$ cat config.mk
export PLATFORM = sky130hd
export DESIGN_NAME = pellet_tracker_flat
export DESIGN_NICKNAME = d
export VERILOG_FILES = /design/src/rtl/pellet_tracker_if.sv /design/src/rtl/pellet_tracker.sv /design/src/flat_wrapper.sv
export SDC_FILE = /design/constraint.sdc
export NUM_CORES = 1
export LEC_CHECK = 0
export ABC_AREA = 1
export CORE_AREA = 2 2 294 296
export CTS_CLUSTER_DIAMETER = 80
export CTS_CLUSTER_SIZE = 30
export DETAILED_ROUTE_END_ITERATION = 16
export DIE_AREA = 0 0 296 298
export GPL_ROUTABILITY_DRIVEN = 0
export SYNTH_ARGS = -nofsm -noshare
export SYNTH_HDL_FRONTEND = slang
export SYNTH_SLANG_ARGS = --single-unit
$ cat constraint.sdc
create_clock -name Clk -period 10.9 [get_ports Clk]
set_input_delay 1.635 -clock Clk [delete_from_list [all_inputs] [get_ports Clk]]
set_output_delay 1.635 -clock Clk [all_outputs]
set_load 0.01 [all_outputs]
$ cat src/rtl/pellet_tracker_if.sv
// Bundles the pellet_tracker game inputs (positions, pellet table, pulses) and
// the game-state outputs consumed by color_mapper and the movement blocks.
interface pellet_tracker_if #(
  parameter int unsigned NUM_DOTS = 32
);
  logic                frame_tick;
  logic                restart;
  logic [9:0]          BallX;
  logic [9:0]          BallY;
  logic [9:0]          Ball_size;
  logic [9:0]          redghostX;
  logic [9:0]          redghostY;
  logic [9:0]          dX [NUM_DOTS];
  logic [9:0]          dY [NUM_DOTS];
  logic [9:0]          score;
  logic [3:0]          fruits;
  logic [7:0]          lives;
  logic [NUM_DOTS-1:0] dots_left;
  logic [2:0]          game_state;
  logic                respawn;

  // Driver of positions/pulses, reader of game state
  modport master (
    output frame_tick, restart, BallX, BallY, Ball_size, redghostX, redghostY, dX, dY,
    input  score, fruits, lives, dots_left, game_state, respawn
  );

  // The tracker itself
  modport slave (
    input  frame_tick, restart, BallX, BallY, Ball_size, redghostX, redghostY, dX, dY,
    output score, fruits, lives, dots_left, game_state, respawn
  );
endinterface

$ cat src/rtl/pellet_tracker.sv
// pellet_tracker: per-frame pellet/fruit eating scan, ghost collision and the
// play/death/game-over/win state machine feeding color_mapper.
// Optional feature macro: PELLET_TRACKER_EXTRA_LIFE_EN (one bonus life when the
// score first crosses EXTRA_LIFE_SCORE).
module pellet_tracker #(
  parameter int unsigned NUM_DOTS     = 32,
  parameter int unsigned START_LIVES  = 3,
  parameter int unsigned DOT_POINTS   = 1,
  parameter int unsigned FRUIT_POINTS = 10,
  parameter int unsigned SCORE_MAX    = 999,
  parameter int unsigned DEATH_FRAMES = 60,
  parameter int unsigned GHOST_HIT    = 12
`ifdef PELLET_TRACKER_EXTRA_LIFE_EN
  ,
  parameter int unsigned EXTRA_LIFE_SCORE = 200
`endif
) (
  input logic             Clk,
  input logic             Reset,
  pellet_tracker_if.slave bus
);

  localparam int unsigned IdxW = $clog2(NUM_DOTS + 6);
  localparam int unsigned DotW = (NUM_DOTS > 1) ? $clog2(NUM_DOTS) : 1;
  localparam int unsigned CntW = $clog2(DEATH_FRAMES + 1);

  localparam logic [IdxW-1:0] FirstFruit = IdxW'(NUM_DOTS);
  localparam logic [IdxW-1:0] LastItem   = IdxW'(NUM_DOTS + 3);
  localparam logic [IdxW-1:0] EvalIdx    = IdxW'(NUM_DOTS + 4);
  localparam logic [CntW-1:0] DeathLast  = CntW'(DEATH_FRAMES - 1);
  localparam logic [10:0]     DotPts     = 11'(DOT_POINTS);
  localparam logic [10:0]     FruitPts   = 11'(FRUIT_POINTS);
  localparam logic [10:0]     ScoreMax   = 11'(SCORE_MAX);
  localparam logic [10:0]     GhostHit   = 11'(GHOST_HIT);
  localparam logic [7:0]      StartLives = 8'(START_LIVES);
`ifdef PELLET_TRACKER_EXTRA_LIFE_EN
  localparam logic [10:0]     XLifeScore = 11'(EXTRA_LIFE_SCORE);
`endif

  // Encoding is visible on game_state
  typedef enum logic [2:0] {
    StPlay  = 3'd0,
    StScan  = 3'd1,
    StDeath = 3'd2,
    StOver  = 3'd3,
    StWin   = 3'd4
  } state_e;

  state_e              state_q, state_d;
  logic [IdxW-1:0]     idx_q, idx_d;
  logic [CntW-1:0]     cnt_q, cnt_d;
  logic [9:0]          bx_q, bx_d, by_q, by_d, bs_q, bs_d, gx_q, gx_d, gy_q, gy_d;
  logic [9:0]          score_q, score_d;
  logic [3:0]          fruits_q, fruits_d;
  logic [7:0]          lives_q, lives_d;
  logic [NUM_DOTS-1:0] dots_q, dots_d;
  logic                win_q, win_d, hit_q, hit_d;
  logic                respawn_q, respawn_d;
`ifdef PELLET_TRACKER_EXTRA_LIFE_EN
  logic                bonus_q, bonus_d;
`endif

  logic [DotW-1:0] dot_sel;
  logic [1:0]      fruit_sel;
  logic [9:0]      fx_lo, fx_hi, fy_lo, fy_hi;
  logic            item_hit;
  logic [10:0]     item_pts;
  logic [10:0]     sum;

  function automatic logic [10:0] absdiff(input logic [10:0] a, input logic [10:0] b);
    return (a >= b) ? (a - b) : (b - a);
  endfunction

  assign dot_sel   = idx_q[DotW-1:0];
  assign fruit_sel = 2'(idx_q - FirstFruit);

  // Inclusive bounding box of the fruit under test
  always_comb begin
    fx_lo = '0;
    fx_hi = '0;
    fy_lo = '0;
    fy_hi = '0;
    unique case (fruit_sel)
      2'd0: begin fx_lo = 10'd12;  fx_hi = 10'd38;  fy_lo = 10'd10;  fy_hi = 10'd35;  end
      2'd1: begin fx_lo = 10'd372; fx_hi = 10'd396; fy_lo = 10'd10;  fy_hi = 10'd34;  end
      2'd2: begin fx_lo = 10'd12;  fx_hi = 10'd38;  fy_lo = 10'd414; fy_hi = 10'd439; end
      2'd3: begin fx_lo = 10'd370; fx_hi = 10'd396; fy_lo = 10'd413; fy_hi = 10'd439; end
    endcase
  end

  // Next-state: frame latch, one-item-per-clock scan, resolve, death timer, restart
  always_comb begin
    state_d   = state_q;
    idx_d     = idx_q;
    cnt_d     = cnt_q;
    bx_d      = bx_q;
    by_d      = by_q;
    bs_d      = bs_q;
    gx_d      = gx_q;
    gy_d      = gy_q;
    score_d   = score_q;
    fruits_d  = fruits_q;
    lives_d   = lives_q;
    dots_d    = dots_q;
    win_d     = win_q;
    hit_d     = hit_q;
    respawn_d = 1'b0;
`ifdef PELLET_TRACKER_EXTRA_LIFE_EN
    bonus_d   = bonus_q;
`endif
    item_hit  = 1'b0;
    item_pts  = '0;
    sum       = '0;

    unique case (state_q)
      StPlay: begin
        if (bus.frame_tick) begin
          bx_d    = bus.BallX;
          by_d    = bus.BallY;
          bs_d    = bus.Ball_size;
          gx_d    = bus.redghostX;
          gy_d    = bus.redghostY;
          idx_d   = '0;
          state_d = StScan;
        end
      end

      StScan: begin
        idx_d = idx_q + 1'b1;
        if (idx_q < FirstFruit) begin
          if (!dots_q[dot_sel] &&
              absdiff({1'b0, bx_q}, {1'b0, bus.dX[dot_sel]} + 11'd2) <= {1'b0, bs_q} &&
              absdiff({1'b0, by_q}, {1'b0, bus.dY[dot_sel]} + 11'd2) <= {1'b0, bs_q}) begin
            dots_d[dot_sel] = 1'b1;
            item_hit        = 1'b1;
            item_pts        = DotPts;
          end
        end else if (idx_q <= LastItem) begin
          if (!fruits_q[fruit_sel] && bx_q >= fx_lo && bx_q <= fx_hi &&
              by_q >= fy_lo && by_q <= fy_hi) begin
            fruits_d[fruit_sel] = 1'b1;
            item_hit            = 1'b1;
            item_pts            = FruitPts;
          end
        end else if (idx_q == EvalIdx) begin
          win_d = (&dots_q) && (&fruits_q);
          hit_d = absdiff({1'b0, bx_q}, {1'b0, gx_q}) <= GhostHit &&
                  absdiff({1'b0, by_q}, {1'b0, gy_q}) <= GhostHit;
        end else begin
          idx_d = '0;
          if (win_q) begin
            state_d = StWin;
          end else if (hit_q) begin
            lives_d = (lives_q != 8'd0) ? (lives_q - 8'd1) : 8'd0;
            if (lives_q <= 8'd1) begin
              state_d = StOver;
            end else begin
              state_d = StDeath;
              cnt_d   = '0;
            end
          end else begin
            state_d = StPlay;
          end
        end

        if (item_hit) begin
          sum     = {1'b0, score_q} + item_pts;
          score_d = (sum > ScoreMax) ? ScoreMax[9:0] : sum[9:0];
`ifdef PELLET_TRACKER_EXTRA_LIFE_EN
          // Bonus lands during the scan, so it always precedes a ghost-hit decrement
          if (!bonus_q && ({1'b0, score_q} < XLifeScore) &&
              ({1'b0, score_d} >= XLifeScore)) begin
            bonus_d = 1'b1;
            lives_d = (lives_q == 8'hFF) ? 8'hFF : (lives_q + 8'd1);
          end
`endif
        end
      end

      StDeath: begin
        if (bus.frame_tick) begin
          if (cnt_q == DeathLast) begin
            cnt_d     = '0;
            respawn_d = 1'b1;
            state_d   = StPlay;
          end else begin
            cnt_d = cnt_q + 1'b1;
          end
        end
      end

      StOver, StWin: begin
        if (bus.restart) begin
          score_d   = '0;
          fruits_d  = '0;
          lives_d   = StartLives;
          dots_d    = '0;
          idx_d     = '0;
          cnt_d     = '0;
          respawn_d = 1'b1;
          state_d   = StPlay;
`ifdef PELLET_TRACKER_EXTRA_LIFE_EN
          bonus_d   = 1'b0;
`endif
        end
      end

      default: state_d = StPlay;
    endcase
  end

  // State register; reset aborts any scan in progress
  always_ff @(posedge Clk or posedge Reset) begin
    if (Reset) begin
      state_q   <= StPlay;
      idx_q     <= '0;
      cnt_q     <= '0;
      bx_q      <= '0;
      by_q      <= '0;
      bs_q      <= '0;
      gx_q      <= '0;
      gy_q      <= '0;
      score_q   <= '0;
      fruits_q  <= '0;
      lives_q   <= StartLives;
      dots_q    <= '0;
      win_q     <= 1'b0;
      hit_q     <= 1'b0;
      respawn_q <= 1'b0;
`ifdef PELLET_TRACKER_EXTRA_LIFE_EN
      bonus_q   <= 1'b0;
`endif
    end else begin
      state_q   <= state_d;
      idx_q     <= idx_d;
      cnt_q     <= cnt_d;
      bx_q      <= bx_d;
      by_q      <= by_d;
      bs_q      <= bs_d;
      gx_q      <= gx_d;
      gy_q      <= gy_d;
      score_q   <= score_d;
      fruits_q  <= fruits_d;
      lives_q   <= lives_d;
      dots_q    <= dots_d;
      win_q     <= win_d;
      hit_q     <= hit_d;
      respawn_q <= respawn_d;
`ifdef PELLET_TRACKER_EXTRA_LIFE_EN
      bonus_q   <= bonus_d;
`endif
    end
  end

  assign bus.score      = score_q;
  assign bus.fruits     = fruits_q;
  assign bus.lives      = lives_q;
  assign bus.dots_left  = dots_q;
  assign bus.game_state = state_q;
  assign bus.respawn    = respawn_q;

endmodule
$ cat src/flat_wrapper.sv
// flat-port wrapper written by rule: the top's interface ports become plain ports
module pellet_tracker_flat 
#(
  parameter int unsigned NUM_DOTS     = 32,
  parameter int unsigned START_LIVES  = 3,
  parameter int unsigned DOT_POINTS   = 1,
  parameter int unsigned FRUIT_POINTS = 10,
  parameter int unsigned SCORE_MAX    = 999,
  parameter int unsigned DEATH_FRAMES = 60,
  parameter int unsigned GHOST_HIT    = 12

)
  (Clk, Reset, bus_frame_tick, bus_restart, bus_BallX, bus_BallY, bus_Ball_size, bus_redghostX, bus_redghostY, bus_dX, bus_dY, bus_score, bus_fruits, bus_lives, bus_dots_left, bus_game_state, bus_respawn);
  pellet_tracker_if #(.NUM_DOTS(NUM_DOTS)) bus_i ();
  input logic Clk;
  input logic Reset;
  input wire logic [$bits(bus_i.frame_tick)-1:0] bus_frame_tick;
  input wire logic [$bits(bus_i.restart)-1:0] bus_restart;
  input wire logic [$bits(bus_i.BallX)-1:0] bus_BallX;
  input wire logic [$bits(bus_i.BallY)-1:0] bus_BallY;
  input wire logic [$bits(bus_i.Ball_size)-1:0] bus_Ball_size;
  input wire logic [$bits(bus_i.redghostX)-1:0] bus_redghostX;
  input wire logic [$bits(bus_i.redghostY)-1:0] bus_redghostY;
  input wire logic [$bits(bus_i.dX)-1:0] bus_dX;
  input wire logic [$bits(bus_i.dY)-1:0] bus_dY;
  output wire logic [$bits(bus_i.score)-1:0] bus_score;
  output wire logic [$bits(bus_i.fruits)-1:0] bus_fruits;
  output wire logic [$bits(bus_i.lives)-1:0] bus_lives;
  output wire logic [$bits(bus_i.dots_left)-1:0] bus_dots_left;
  output wire logic [$bits(bus_i.game_state)-1:0] bus_game_state;
  output wire logic [$bits(bus_i.respawn)-1:0] bus_respawn;
  assign bus_i.frame_tick = bus_frame_tick;
  assign bus_i.restart = bus_restart;
  assign bus_i.BallX = bus_BallX;
  assign bus_i.BallY = bus_BallY;
  assign bus_i.Ball_size = bus_Ball_size;
  assign bus_i.redghostX = bus_redghostX;
  assign bus_i.redghostY = bus_redghostY;
  assign bus_i.dX = {>>{bus_dX}};
  assign bus_i.dY = {>>{bus_dY}};
  assign bus_score = bus_i.score;
  assign bus_fruits = bus_i.fruits;
  assign bus_lives = bus_i.lives;
  assign bus_dots_left = bus_i.dots_left;
  assign bus_game_state = bus_i.game_state;
  assign bus_respawn = bus_i.respawn;
  pellet_tracker #(.NUM_DOTS(NUM_DOTS), .START_LIVES(START_LIVES), .DOT_POINTS(DOT_POINTS), .FRUIT_POINTS(FRUIT_POINTS), .SCORE_MAX(SCORE_MAX), .DEATH_FRAMES(DEATH_FRAMES), .GHOST_HIT(GHOST_HIT)) u_core (.Clk(Clk), .Reset(Reset), .bus(bus_i));
endmodule
==> results.json <==
{
  "clockBufferDepth": 2,
  "reg2reg_from": "u_core.idx_q[0]$_DFFE_PP0P_",
  "synth_cell_types": 56,
  "avgSynthCellArea_um2": 5.67,
  "rrSetupSlack_ns": 1.38,
  "vdd_drop_max_mv": 0.199,
  "cpMaxStageDelayCell": "clkdlybuf4s50_1",
  "cts_buffers": 17,
  "port_buffers": 751,
  "cp.depth": 60,
  "grt_pass1_wl_um": 148000,
  "holdBufCountCts": 0,
  "antenna_found_initial": 9,
  "cap_viol_max_count": 0,
  "hold_viol": 0,
  "post-synth-top-count-cell": "nand2_1",
  "finalSetupViolCount": 0,
  "synth_edf_count": 0,
  "clk_pin_slew_ns": 0.07,
  "min_to": "u_core.bus.game_state[2]$_DFFE_PP0P_",
  "r2r-end": "u_core.bus.score[0]$_DFFE_PP0P_",
  "firstDrtPassIters": 6,
  "vias": 23500,
  "grtUsageTotal_pct": 22.5,
  "htreeDepth": 4,
  "p_per_area_mw_per_mm2": 298,
  "critPathMaxFanout": 15,
  "worst-path-buf-inv": 9,
  "p_total_uw": 7990,
  "hold_depth": 2,
  "postCtsSetupBuffers": 0,
  "max_freq_mhz": 103,
  "cp.required_ns": 11.26,
  "yosysWarnings": 0,
  "grt_pass1_vias": 22400,
  "cts_root_buf": "clkbuf_16",
  "die_h_um": 298,
  "stdcell_count": 4916,
  "grt_max_degree": 134,
  "drt_iter0_markers": 2082,
  "worst_r2r_path_depth": 58,
  "fill_cells": 9480,
  "dpl.cell_count": 4879,
  "drv_slew": 0,
  "finClkSkew_ns": 0.0238,
  "cts.sinks": 122,
  "dp_hpwl_um": 81600,
  "synthCells": 3126,
  "fin_crit_ns": 9.73,
  "finalNetCount": 4586,
  "synthTopCellsByArea": "dfrtp_1 17%, nand2_1 16%, nor2_1 11%",
  "die_w_um": 296,
  "tritoncts": "yes",
  "syn-num-nets": 3958,
  "setup_tns_ns": 0,
  "cp_common_cell": "nand2_1",
  "yosysSeqAreaShare_pct": 17.2,
  "cpLargestDelayFamily": "simple AND/OR/NAND/NOR gates",
  "p_leak_uw": 0.0123,
  "routed_wl_um": 103000,
  "area_growth_pct": 51.5,
  "synthFlopType": "dfrtp_1",
  "ctsResizeCount": 0,
  "vias_per_cell": 4.78,
  "grt_overflow": 0,
  "io_pins": 752,
  "slowest_delay_ns": 0.46,
  "dieArea_mm2": 0.0882,
  "worst_pin_slew_ns": 1.02,
  "hold_class": "flop to flop",
  "critPathKind": "primary input to flop",
  "period_share_pct": 89.2,
  "start_util_pct": 20.9,
  "hp-start": "u_core.win_q$_DFFE_PP0P_",
  "core_mm2": 0.0849,
  "wl_per_cell_um": 21.1,
  "async_flop_share_pct": 100,
  "rsz0062_at_grt": "false",
  "cp.arrival_ns": 10.09,
  "worstSkewPairLatency_ns": 0.48,
  "rows": 107,
  "end_kind": "flop",
  "yosys.area.top_type_share_pct": 17.0,
  "drc": 0,
  "post-synth-top-area-cell": "dfrtp_1",
  "slew-limit-headroom_pct": 31.5,
  "status": "complete, no violations",
  "syn_area_mm2": 0.0177,
  "ys_seq_elements": 122,
  "startpoint_type": "primary input",
  "yosys-top-cells-count": "774 x nand2_1, 541 x nor2_1, 312 x nand3_1, 300 x o21ai_0, 286 x inv_1",
  "detail-route-antenna-nets": 0,
  "layout-drive-gt1-share_pct": 2.68
}
[worst reg2reg max path: cells and delay by family, from the launching register on]
| family | cells | cell delay, ns |
|---|---|---|
| adder cells (fa/ha/maj) | 5 | 1.50 |
| AO/OA/AOI/OAI | 6 | 1.39 |
| AND/OR/NAND/NOR | 37 | 4.15 |
| flip-flops | 1 | 0.65 |
| XOR/XNOR | 1 | 0.18 |
| buffers and inverters | 9 | 1.56 |
[layout by cell type (no fill, tap or decap), types with 17 or more instances in the layout]
master and instances:
inv_1 284, nand2_1 774, dfrtp_1 115, o21ai_0 300, o211ai_1 23, nand3_1 311, ha_1 133, buf_4 24
clkdlybuf4s50_1 751, o21ai_1 39, a21oi_1 199, nor2_1 539, clkbuf_16 17, nand4_1 31, xor2_1 45
[cell families after synthesis]
family | share of synthesized area [%]
AND/OR/NAND/NOR | 39.4
buffers and inverters | 11.1
XOR/XNOR | 2.72
AO/OA/AOI/OAI | 19.2
flip-flops | 17.2
adder cells (fa/ha/maj) | 9.96
multiplexers | 0.367
[layer usage]
layer  wire [um]  vias to the layer above  global-route usage (%)
met5          20                        -                       0
met4        2850                        4                    7.00
met3        8420                      124                    3.90
met2       48600                     1081                    38.1
met1       43600                    10800                    29.0
li1            -                    11500                       -
[area by class of cell]
class	instances	area, um^2	area share [%]
multi-input combinational	2534	12700	47.4
timing repair buffer	783	7860	29.3
sequential	122	3070	11.4
tap	1144	1430	5.33
inverter	296	1130	4.20
clock buffer	20	457	1.70
clock inverter	12	166	0.620
antenna	5	12.5	0.0466
[power by group]
part / switching [uW] / internal, uW
registers: 243 / 612
logic: 4190 / 2320
clock network: 243 / 373
[metrics by stage]
step	instance area [um^2]	hold slack, ns	setup slack [ns]	utilization (%)
after global routing	26800	0.575	0.140	31.6
final	26800	0.518	1.17	31.6
after global placement	26200	0.508	0.887	30.9
after floorplan	17700	0.478	2.95	-
after CTS	26800	0.523	1.16	31.6
after detailed placement	26200	0.494	0.673	30.9
[worst max-delay path by stage]
stage	startpoint	endpoint	slack (ns)
CTS	bus_dY[31]	u_core.bus.score[0]$_DFFE_PP0P_	1.16
global placement	bus_dY[31]	u_core.bus.score[0]$_DFFE_PP0P_	0.89
floorplan	bus_dY[31]	u_core.bus.score[7]$_DFFE_PP0P_	2.95
detailed placement	bus_dY[31]	u_core.bus.score[0]$_DFFE_PP0P_	0.67
finish	bus_dY[231]	u_core.bus.score[0]$_DFFE_PP0P_	1.17
global route	bus_dY[231]	u_core.bus.score[0]$_DFFE_PP0P_	0.14
[flip-flops by register name, summed over array words and instances (netlist names)]
name / flops
u_core.hit_q: 1
u_core.idx_q: 6
u_core.bus.game_state: 3
u_core.bus.respawn: 1
u_core.cnt_q: 6
u_core.bs_q: 10
u_core.win_q: 1
u_core.by_q: 10
u_core.bus.score: 10
u_core.gy_q: 10
u_core.bus.lives: 8
u_core.bx_q: 10
u_core.bus.dots_left: 32
u_core.gx_q: 10
u_core.bus.fruits: 4
(Power assumes the default switching activity.)
